===== src/rtl/dqpsk_demodulator.sv =====
// DQPSK receive back end: differential phase decode, sync-word hunt and
// MSB-first byte packing of a fixed-length payload frame.
module dqpsk_demodulator #(
  parameter logic [15:0] SYNC_WORD     = 16'hE4E4,
  parameter int          PAYLOAD_BYTES = 16,
  parameter int          GAP_MAX       = 255
) (
  input  logic       clock,
  input  logic       reset,
  input  logic [1:0] phase_in,
  input  logic       phase_valid,
  output logic [7:0] byte_out,
  output logic       byte_valid,
  output logic       frame_start,
  output logic       frame_done,
  output logic       frame_error,
  output logic       locked,
  output logic [1:0] dbg_state
);

  // Handshake: phase_in is consumed on every rising edge where phase_valid=1;
  // there is no back-pressure. Output pulses are one-cycle, registered strobes.

  localparam logic [1:0] ST_IDLE    = 2'd0;
  localparam logic [1:0] ST_HUNT    = 2'd1;
  localparam logic [1:0] ST_PAYLOAD = 2'd2;

  localparam logic [7:0] LP_PAYLOAD_BYTES = 8'(PAYLOAD_BYTES);
  localparam logic [7:0] LP_GAP_MAX       = 8'(GAP_MAX);

  logic [1:0]  r_state;
  logic [1:0]  r_prev_phase;
  logic [15:0] r_shift;
  logic [3:0]  r_sync_cnt;
  logic [5:0]  r_byte_asm;
  logic [1:0]  r_dibit_idx;
  logic [7:0]  r_byte_cnt;
  logic [7:0]  r_gap_cnt;
  logic [7:0]  r_byte_out;
  logic        r_byte_valid;
  logic        r_frame_start;
  logic        r_frame_done;
  logic        r_frame_error;
  logic        r_locked;

  logic [1:0]  w_dibit;
  logic [15:0] w_shift_nxt;
  logic [3:0]  w_sync_cnt_nxt;
  logic        w_sync_match;
  logic [7:0]  w_byte_nxt;
  logic [7:0]  w_byte_cnt_nxt;
  logic [7:0]  w_gap_nxt;
  logic        w_gap_timeout;

  // Two-bit subtraction wraps naturally, giving (now - prev) mod 4.
  assign w_dibit        = phase_in - r_prev_phase;
  assign w_shift_nxt    = {r_shift[13:0], w_dibit};
  assign w_sync_cnt_nxt = (r_sync_cnt == 4'd8) ? 4'd8 : r_sync_cnt + 4'd1;
  assign w_sync_match   = (w_sync_cnt_nxt == 4'd8) && (w_shift_nxt == SYNC_WORD);
  assign w_byte_nxt     = {r_byte_asm, w_dibit};
  assign w_byte_cnt_nxt = r_byte_cnt + 8'd1;
  assign w_gap_nxt      = r_gap_cnt + 8'd1;
  assign w_gap_timeout  = !phase_valid && (w_gap_nxt == LP_GAP_MAX);

  always_ff @(posedge clock or negedge reset) begin
    if (!reset) begin
      r_state       <= ST_IDLE;
      r_prev_phase  <= 2'd0;
      r_shift       <= 16'd0;
      r_sync_cnt    <= 4'd0;
      r_byte_asm    <= 6'd0;
      r_dibit_idx   <= 2'd0;
      r_byte_cnt    <= 8'd0;
      r_gap_cnt     <= 8'd0;
      r_byte_out    <= 8'd0;
      r_byte_valid  <= 1'b0;
      r_frame_start <= 1'b0;
      r_frame_done  <= 1'b0;
      r_frame_error <= 1'b0;
      r_locked      <= 1'b0;
    end else begin
      r_byte_valid  <= 1'b0;
      r_frame_start <= 1'b0;
      r_frame_done  <= 1'b0;
      r_frame_error <= 1'b0;
      case (r_state)
        ST_IDLE: begin
          r_gap_cnt <= 8'd0;
          // First symbol after idle only establishes the phase reference.
          if (phase_valid) begin
            r_prev_phase <= phase_in;
            r_shift      <= 16'd0;
            r_sync_cnt   <= 4'd0;
            r_state      <= ST_HUNT;
          end
        end

        ST_HUNT: begin
          if (!phase_valid) begin
            if (w_gap_timeout) begin
              r_gap_cnt <= 8'd0;
              r_state   <= ST_IDLE;
            end else begin
              r_gap_cnt <= w_gap_nxt;
            end
          end else begin
            r_gap_cnt    <= 8'd0;
            r_prev_phase <= phase_in;
            r_shift      <= w_shift_nxt;
            r_sync_cnt   <= w_sync_cnt_nxt;
            if (w_sync_match) begin
              r_frame_start <= 1'b1;
              r_locked      <= 1'b1;
              r_byte_asm    <= 6'd0;
              r_dibit_idx   <= 2'd0;
              r_byte_cnt    <= 8'd0;
              r_state       <= ST_PAYLOAD;
            end
          end
        end

        ST_PAYLOAD: begin
          if (!phase_valid) begin
            if (w_gap_timeout) begin
              r_frame_error <= 1'b1;
              r_locked      <= 1'b0;
              r_gap_cnt     <= 8'd0;
              r_byte_asm    <= 6'd0;
              r_dibit_idx   <= 2'd0;
              r_byte_cnt    <= 8'd0;
              r_state       <= ST_IDLE;
            end else begin
              r_gap_cnt <= w_gap_nxt;
            end
          end else begin
            r_gap_cnt    <= 8'd0;
            r_prev_phase <= phase_in;
            r_byte_asm   <= w_byte_nxt[5:0];
            r_dibit_idx  <= r_dibit_idx + 2'd1;
            if (r_dibit_idx == 2'd3) begin
              r_byte_out   <= w_byte_nxt;
              r_byte_valid <= 1'b1;
              r_byte_cnt   <= w_byte_cnt_nxt;
              // Frame complete: back to hunting with the phase reference kept.
              if (w_byte_cnt_nxt == LP_PAYLOAD_BYTES) begin
                r_frame_done <= 1'b1;
                r_locked     <= 1'b0;
                r_shift      <= 16'd0;
                r_sync_cnt   <= 4'd0;
                r_state      <= ST_HUNT;
              end
            end
          end
        end

        default: begin
          r_locked <= 1'b0;
          r_state  <= ST_IDLE;
        end
      endcase
    end
  end

  assign byte_out    = r_byte_out;
  assign byte_valid  = r_byte_valid;
  assign frame_start = r_frame_start;
  assign frame_done  = r_frame_done;
  assign frame_error = r_frame_error;
  assign locked      = r_locked;
  assign dbg_state   = r_state;

endmodule


===== config.mk =====
export PLATFORM = sky130hd
export DESIGN_NAME = dqpsk_demodulator
export DESIGN_NICKNAME = d
export VERILOG_FILES = /design/src/rtl/dqpsk_demodulator.sv
export SDC_FILE = /design/constraint.sdc
export NUM_CORES = 1
export LEC_CHECK = 0
export BUFFER_PORTS_ARGS = -buffer_cell sky130_fd_sc_hd__buf_2
export CAP_MARGIN = 10
export CORE_MARGIN = 4
export CORE_UTILIZATION = 54
export CTS_CLUSTER_DIAMETER = 30
export DETAILED_ROUTE_END_ITERATION = 8
export PLACE_DENSITY = 0.73
export SLEW_MARGIN = 30
export SYNTH_ARGS = -nofsm -noshare
export SYNTH_HDL_FRONTEND = slang
export SYNTH_SLANG_ARGS = --single-unit
export TNS_END_PERCENT = 50

===== constraint.sdc =====
create_clock -name clock -period 2.9 [get_ports clock]
set_clock_uncertainty 0.05 [all_clocks]
set_input_delay 0.725 -clock clock [delete_from_list [all_inputs] [get_ports clock]]
set_output_delay 0.725 -clock clock [all_outputs]
set_load 0.05 [all_outputs]

==> flow_metrics.tcl, run 1 <==
set metrics [dict create \
    outcome "finished, final reports clean" \
    overflow 0 \
    synthArstFlopShare_pct 100 \
    fmax_mhz 353 \
    finalCritPeriodShare_pct 97.7 \
    p_leak_nw 1.69 \
    worst-path-max-fanout 9 \
    post_synth.cell_area_avg_um2 9.51 \
    number_of_diodes 0 \
    ioPinCount 20 \
    grt_pass1_wl_um 12000 \
    synth-seq-area-share_pct 47.0 \
    final_cells 436 \
    mappedNetlistNets 347 \
    cts_buffers 9 \
    syn-instance-count 330 \
    flow.area_growth_from_synthesis_pct 15.0 \
    finalWorstPathRequiredPeriod_ns 2.83 \
    post_synth_instance_area_mm2 0.00314 \
    dp_hpwl_um 4590 \
    layout_commonest_cell "nand2_1" \
    fp.dieArea_mm2 0.00709 \
    ys_ff_latch 59 \
    worst-slew-pin-transition_ns 0.604 \
    port_buffers 19 \
    synth-warning-count 0 \
    arrival_time_reported_for_the_critical_path_endpoint_ns 3.07 \
    tritoncts "done" \
    startpoint_type "register" \
    groute.usage.overall_pct 20.9 \
    final.setup.tns_ns 0 \
    timing.critical_path.to_type "register" \
    vias 2557 \
    core_mm2 0.00557 \
    post_cts_setup_buffer_count 0 \
    synth_largest_area_cell "dfrtp_1" \
    final_net_count 376 \
    number_of_global_route_vias_before_repair 2516 \
    postLayoutCoreUtil_pct 64.7 \
    number_of_distinct_library_cells_after_synthesis 57 \
    post_dp_cell_area_mm2 0.00335 \
    start_util_pct 56.3 \
    detail_route.wl_per_cell_um 15.5 \
    count_of_clock_tree_sinks 59 \
    hold_class "input pin to async pin" \
    routability_cong 0.886 \
    pre_cts_ws_ns -0.239 \
    synth_top_area_share_pct 47.0 \
    route.detailed.drc 0 \
    clock_latency_ns 0.35 \
    die_width_um 84.2 \
    cts_buffer_depth 2 \
    final_hold_viol_count 0 \
    h-tree-depth 3 \
    layout_common_cells "nand2_1 (62), dfrtp_1 (59), o21ai_0 (34)" \
    place.detailed.instances 420 \
    rows 27 \
    vdd.ir_drop.worst_mv 0.679 \
    cts_resized 0 \
    timing.final.max_slew_violations 0 \
    drt_iter0_drc 186 \
    postRouteAntennaNets 0 \
    power.density_mw_per_mm2 746 \
    antenna_violations_before_repair 0 \
    finalSetupViolCount 0 \
    post_route_cells_drive_above_1_share_pct 21.7 \
    floorplan.die.height_um 84.2 \
    grt_max_degree 28 \
    drt_first_pass_iters 4 \
    synth_top_flop_cell "dfrtp_1" \
    relSlewSlack_pct 58.7 \
    final_routed_wirelength_across_all_metal_layers_um 6770 \
    synth.area.top_cells "dfrtp_1 (47%), nand2_1 (7.4%), o21ai_0 (5.4%), ha_1 (4.8%), mux2_2 (3.2%)" \
    synth_enable_flop_cells 0 \
    cts-hold-fix-buffers 0 \
    worst_setup_hold_path_clk_slew_ns 0.07 \
    layout_setup_ws_ns 0.0653 \
    max_cap_violations 0 \
    finalInstanceArea_mm2 0.00361 \
    via_per_inst 5.86 \
    worst-setup-path-type "register to register" \
    crit_required_ns 3.14 \
    clock-root-buffer "clkbuf_8" \
]
==> synth_stat cells, drive strengths merged (2+ instances only) <==
| library cell | number |
|---|---|
| o31ai | 2 |
| a211o | 4 |
| a21oi | 9 |
| nand4 | 6 |
| nor3 | 6 |
| o311ai | 2 |
| nand3 | 19 |
| a211oi | 3 |
| and2 | 4 |
| dfrtp | 59 |
| xnor2 | 2 |
| o22ai | 2 |
| a2111oi | 3 |
| nand2 | 62 |
| nor2 | 10 |
| a21o | 6 |
| and3 | 5 |
| or2 | 3 |
| ha | 12 |
| a22o | 5 |
| mux2 | 9 |
| nand3b | 2 |
| nand4b | 4 |
| a2bb2oi | 3 |
| inv | 12 |
| o21ai | 34 |
| or4 | 3 |
| buf | 4 |
| clkbuf | 12 |
| nor2b | 3 |
==> area by class of cell <==
| cell class | count | area [um^2] |
|---|---|---|
| multi-input combinational | 242 | 1550 |
| clock inverter | 5 | 75.1 |
| timing repair buffer | 34 | 208 |
| fill | 475 | 1970 |
| sequential | 59 | 1480 |
| inverter | 13 | 61.3 |
| tap | 72 | 90.1 |
| clock buffer | 11 | 151 |
==> logic make-up (layout without fill, tap and decap cells) <==
| group | Yosys count | in the layout | share of synthesized area (%) |
|---|---|---|---|
| multiplexers | 10 | 10 | 3.55 |
| flip-flops | 59 | 59 | 47.0 |
| XOR/XNOR | 3 | 3 | 0.837 |
| AO/OA/AOI/OAI | 83 | 83 | 17.7 |
| adder cells (fa/ha/maj) | 12 | 12 | 4.78 |
| buffers and inverters | 29 | 63 | 4.94 |
| AND/OR/NAND/NOR | 134 | 134 | 21.1 |
==> routing by layer <==
metal | global-route usage [%] | up-vias | share of wire [%]
li1 | - | 1238 | -
met1 | 28.3 | 1230 | 47
met2 | 31.9 | 72 | 46
met3 | 5.40 | 17 | 5.1
met4 | 8.92 | 0 | 2.6
met5 | 0 | - | 0
==> per-stage QoR <==
step,hold WS (ns),power [W]
2_1_floorplan,0.379,0.00161
3_3_place_gp,0.412,0.00180
3_5_place_dp,0.421,0.00181
4_1_cts,0.339,0.00268
5_1_grt,0.376,0.00286
6_report,0.333,0.00269
==> registers in the layout, indices dropped and copies added (netlist names) <==
name,count
frame_start,1
locked,1
r_byte_asm,6
dbg_state,2
r_byte_cnt,8
frame_done,1
byte_valid,1
r_shift,14
r_prev_phase,2
byte_out,8
r_gap_cnt,8
r_sync_cnt,4
r_dibit_idx,2
frame_error,1
==> critical path: stages (launching register included) <==
cell      delay, ns
dfrtp_1        0.39
or4_1          0.54
or4_1          0.55
a2111o_1       0.33
buf_4          0.19
or2_2          0.29
nor4_1         0.28
a211o_1        0.15
==> where the power goes <==
part           leakage (nW)  internal, W  switching (W)
Combinational         0.763     0.000283       0.000531
Sequential            0.811     0.000913      0.0000998
Clock                 0.119     0.000526       0.000340
==> final timing paths <==
| check | startpoint | endpoint | slack, ns | depth (start not counted) |
|---|---|---|---|---|
| max | r_shift[9] | dbg_state[1] | 0.07 | 7 |
| min | reset | r_shift[10] | 0.33 | 1 |
| max reg2reg | r_shift[9] | dbg_state[1] | 0.07 | 7 |
| min reg2reg | byte_out[0] | byte_out[0] | 0.43 | 2 |
| max in group asynchronous | reset | r_byte_asm[1] | 1.79 | 2 |
| min in group clock | byte_out[0] | byte_out[0] | 0.43 | 2 |
No activity file was read; power rests on OpenSTA's default activity.
==> run 2: changes to the inputs <==
Settings changed: RECOVER_POWER set to 50, SKIP_LAST_GASP set to 1.
==> run 2 against run 1 <==
  * Cell count unchanged
  * Combinational power is essentially flat
  * Sequential cell count unchanged
  * Cell area is 0.35% lower
  * Highest routed layer unchanged
  * Non-clock buffer count unchanged
==> flow_metrics.tcl, run 2 (same netlist as run 1, synthesis figures left out) <==
set metrics [dict create \
    outcome "finished, final reports clean" \
    ioPinCount 20 \
    relSlewSlack_pct 3.01 \
    route.detailed.drc 0 \
    worst_setup_hold_path_clk_slew_ns 0.07 \
    antenna_violations_before_repair 0 \
    drt_first_pass_iters 4 \
    count_of_clock_tree_sinks 59 \
    start_util_pct 56.3 \
    worst-path-max-fanout 9 \
    number_of_diodes 0 \
    die_width_um 84.2 \
    cts_resized 0 \
    core_mm2 0.00557 \
    max_cap_violations 0 \
    grt_pass1_wl_um 12000 \
    overflow 0 \
    largest_register_ff_count 14 \
    fmax_mhz 352 \
    cts_buffer_depth 2 \
    finalWorstPathRequiredPeriod_ns 2.84 \
    drt_iter0_drc 177 \
    detail_route.wl_per_cell_um 15.6 \
    postRouteAntennaNets 0 \
    arrival_time_reported_for_the_critical_path_endpoint_ns 3.08 \
    finalSetupViolCount 0 \
    finalCritPeriodShare_pct 97.9 \
    p_leak_nw 1.67 \
    final_net_count 376 \
    dp_hpwl_um 4590 \
    worst_r2r_path_depth 7 \
    rows 27 \
    hold_class "register to register" \
    worst-setup-path-type "register to register" \
    tritoncts "done" \
    routability_cong 0.886 \
    cts-hold-fix-buffers 0 \
    place.detailed.instances 420 \
    number_of_global_route_vias_before_repair 2516 \
    groute.usage.overall_pct 20.9 \
    final.setup.tns_ns 0 \
    clock_latency_ns 0.35 \
    floorplan.die.height_um 84.2 \
    port_buffers 19 \
    timing.final.max_slew_violations 0 \
    final_hold_viol_count 0 \
    flow.area_growth_from_synthesis_pct 14.6 \
    timing.hold.worst_path_depth 2 \
    vias 2581 \
    final_cells 436 \
    regMostFlops "r_shift" \
    post_cts_setup_buffer_count 0 \
    h-tree-depth 3 \
    via_per_inst 5.92 \
    clock-root-buffer "clkbuf_8" \
    layout_common_cells "nand2_1 (62), dfrtp_1 (59), o21ai_0 (34)" \
    layout_commonest_cell "nand2_1" \
    crit_required_ns 3.14 \
    post_route_cells_drive_above_1_share_pct 20.1 \
    cts_buffers 9 \
    startpoint_type "register" \
    timing.critical_path.to_type "register" \
    power.density_mw_per_mm2 749 \
    fp.dieArea_mm2 0.00709 \
    grt_max_degree 28 \
    final_routed_wirelength_across_all_metal_layers_um 6820 \
    vdd.ir_drop.worst_mv 0.679 \
    worst-slew-pin-transition_ns 1.45 \
]
[run 2: cell count changes in the layout (fill, tap and decap cells not counted), sizes merged]
cell | before | now
buf | 34 | 27
clkbuf | 11 | 18
[run 2: path summary, 6_finish.rpt]
| check | slack, ns | endpoint | from |
|---|---|---|---|
| setup / recovery | 0.06 | dbg_state[1] | r_shift[9] |
| hold / removal | 0.43 | byte_out[0] | byte_out[0] |
| setup reg to reg | 0.06 | dbg_state[1] | r_shift[9] |
| hold reg to reg | 0.43 | byte_out[0] | byte_out[0] |
| max in group asynchronous | 0.68 | r_shift[2] | reset |
| min in group asynchronous | 0.66 | r_sync_cnt[0] | reset |
[run 2: per-stage QoR]
| step | power [W] | util (%) | area (um^2) | setup slack [ns] | hold slack [ns] |
|---|---|---|---|---|---|
| floorplan | 0.00161 | - | 3160 | -0.207 | 0.379 |
| global placement | 0.00180 | 60.2 | 3350 | -0.183 | 0.412 |
| detailed placement | 0.00181 | 60.2 | 3350 | -0.239 | 0.421 |
| CTS | 0.00268 | 64.2 | 3580 | 0.0472 | 0.339 |
| global route | 0.00286 | 64.5 | 3590 | -0.0127 | 0.465 |
| finish | 0.00269 | 64.5 | 3590 | 0.0600 | 0.432 |
[run 2: final cells by class]
type	count	area, um^2
fill	480	1980
multi-input combinational	242	1550
sequential	59	1480
timing repair buffer	34	195
clock buffer	11	151
tap	72	90.1
clock inverter	5	75.1
inverter	13	61.3
[run 2: report_power, final]
group / internal (W) / switching (W) / total, W
sequential: 0.000913 / 0.0000995 / 0.00101
clock: 0.000526 / 0.000341 / 0.000867
combinational: 0.000282 / 0.000532 / 0.000813
[run 2: per-layer routing]
layer  routed length (um)  global-route usage (%)  up-vias
li1                     -                       -     1238
met1                 3180                    28.3     1255
met2                 3130                    31.9       76
met3                  380                    5.40       12
met4                  131                    8.92        0
met5                    0                       0        -
[run 2: critical path, cell delays in order (launching register included)]
cell,delay [ns]
dfrtp_1,0.39
or4_1,0.53
or4_1,0.55
a2111o_1,0.33
buf_4,0.19
or2_2,0.29
nor4_1,0.29
a211o_1,0.15
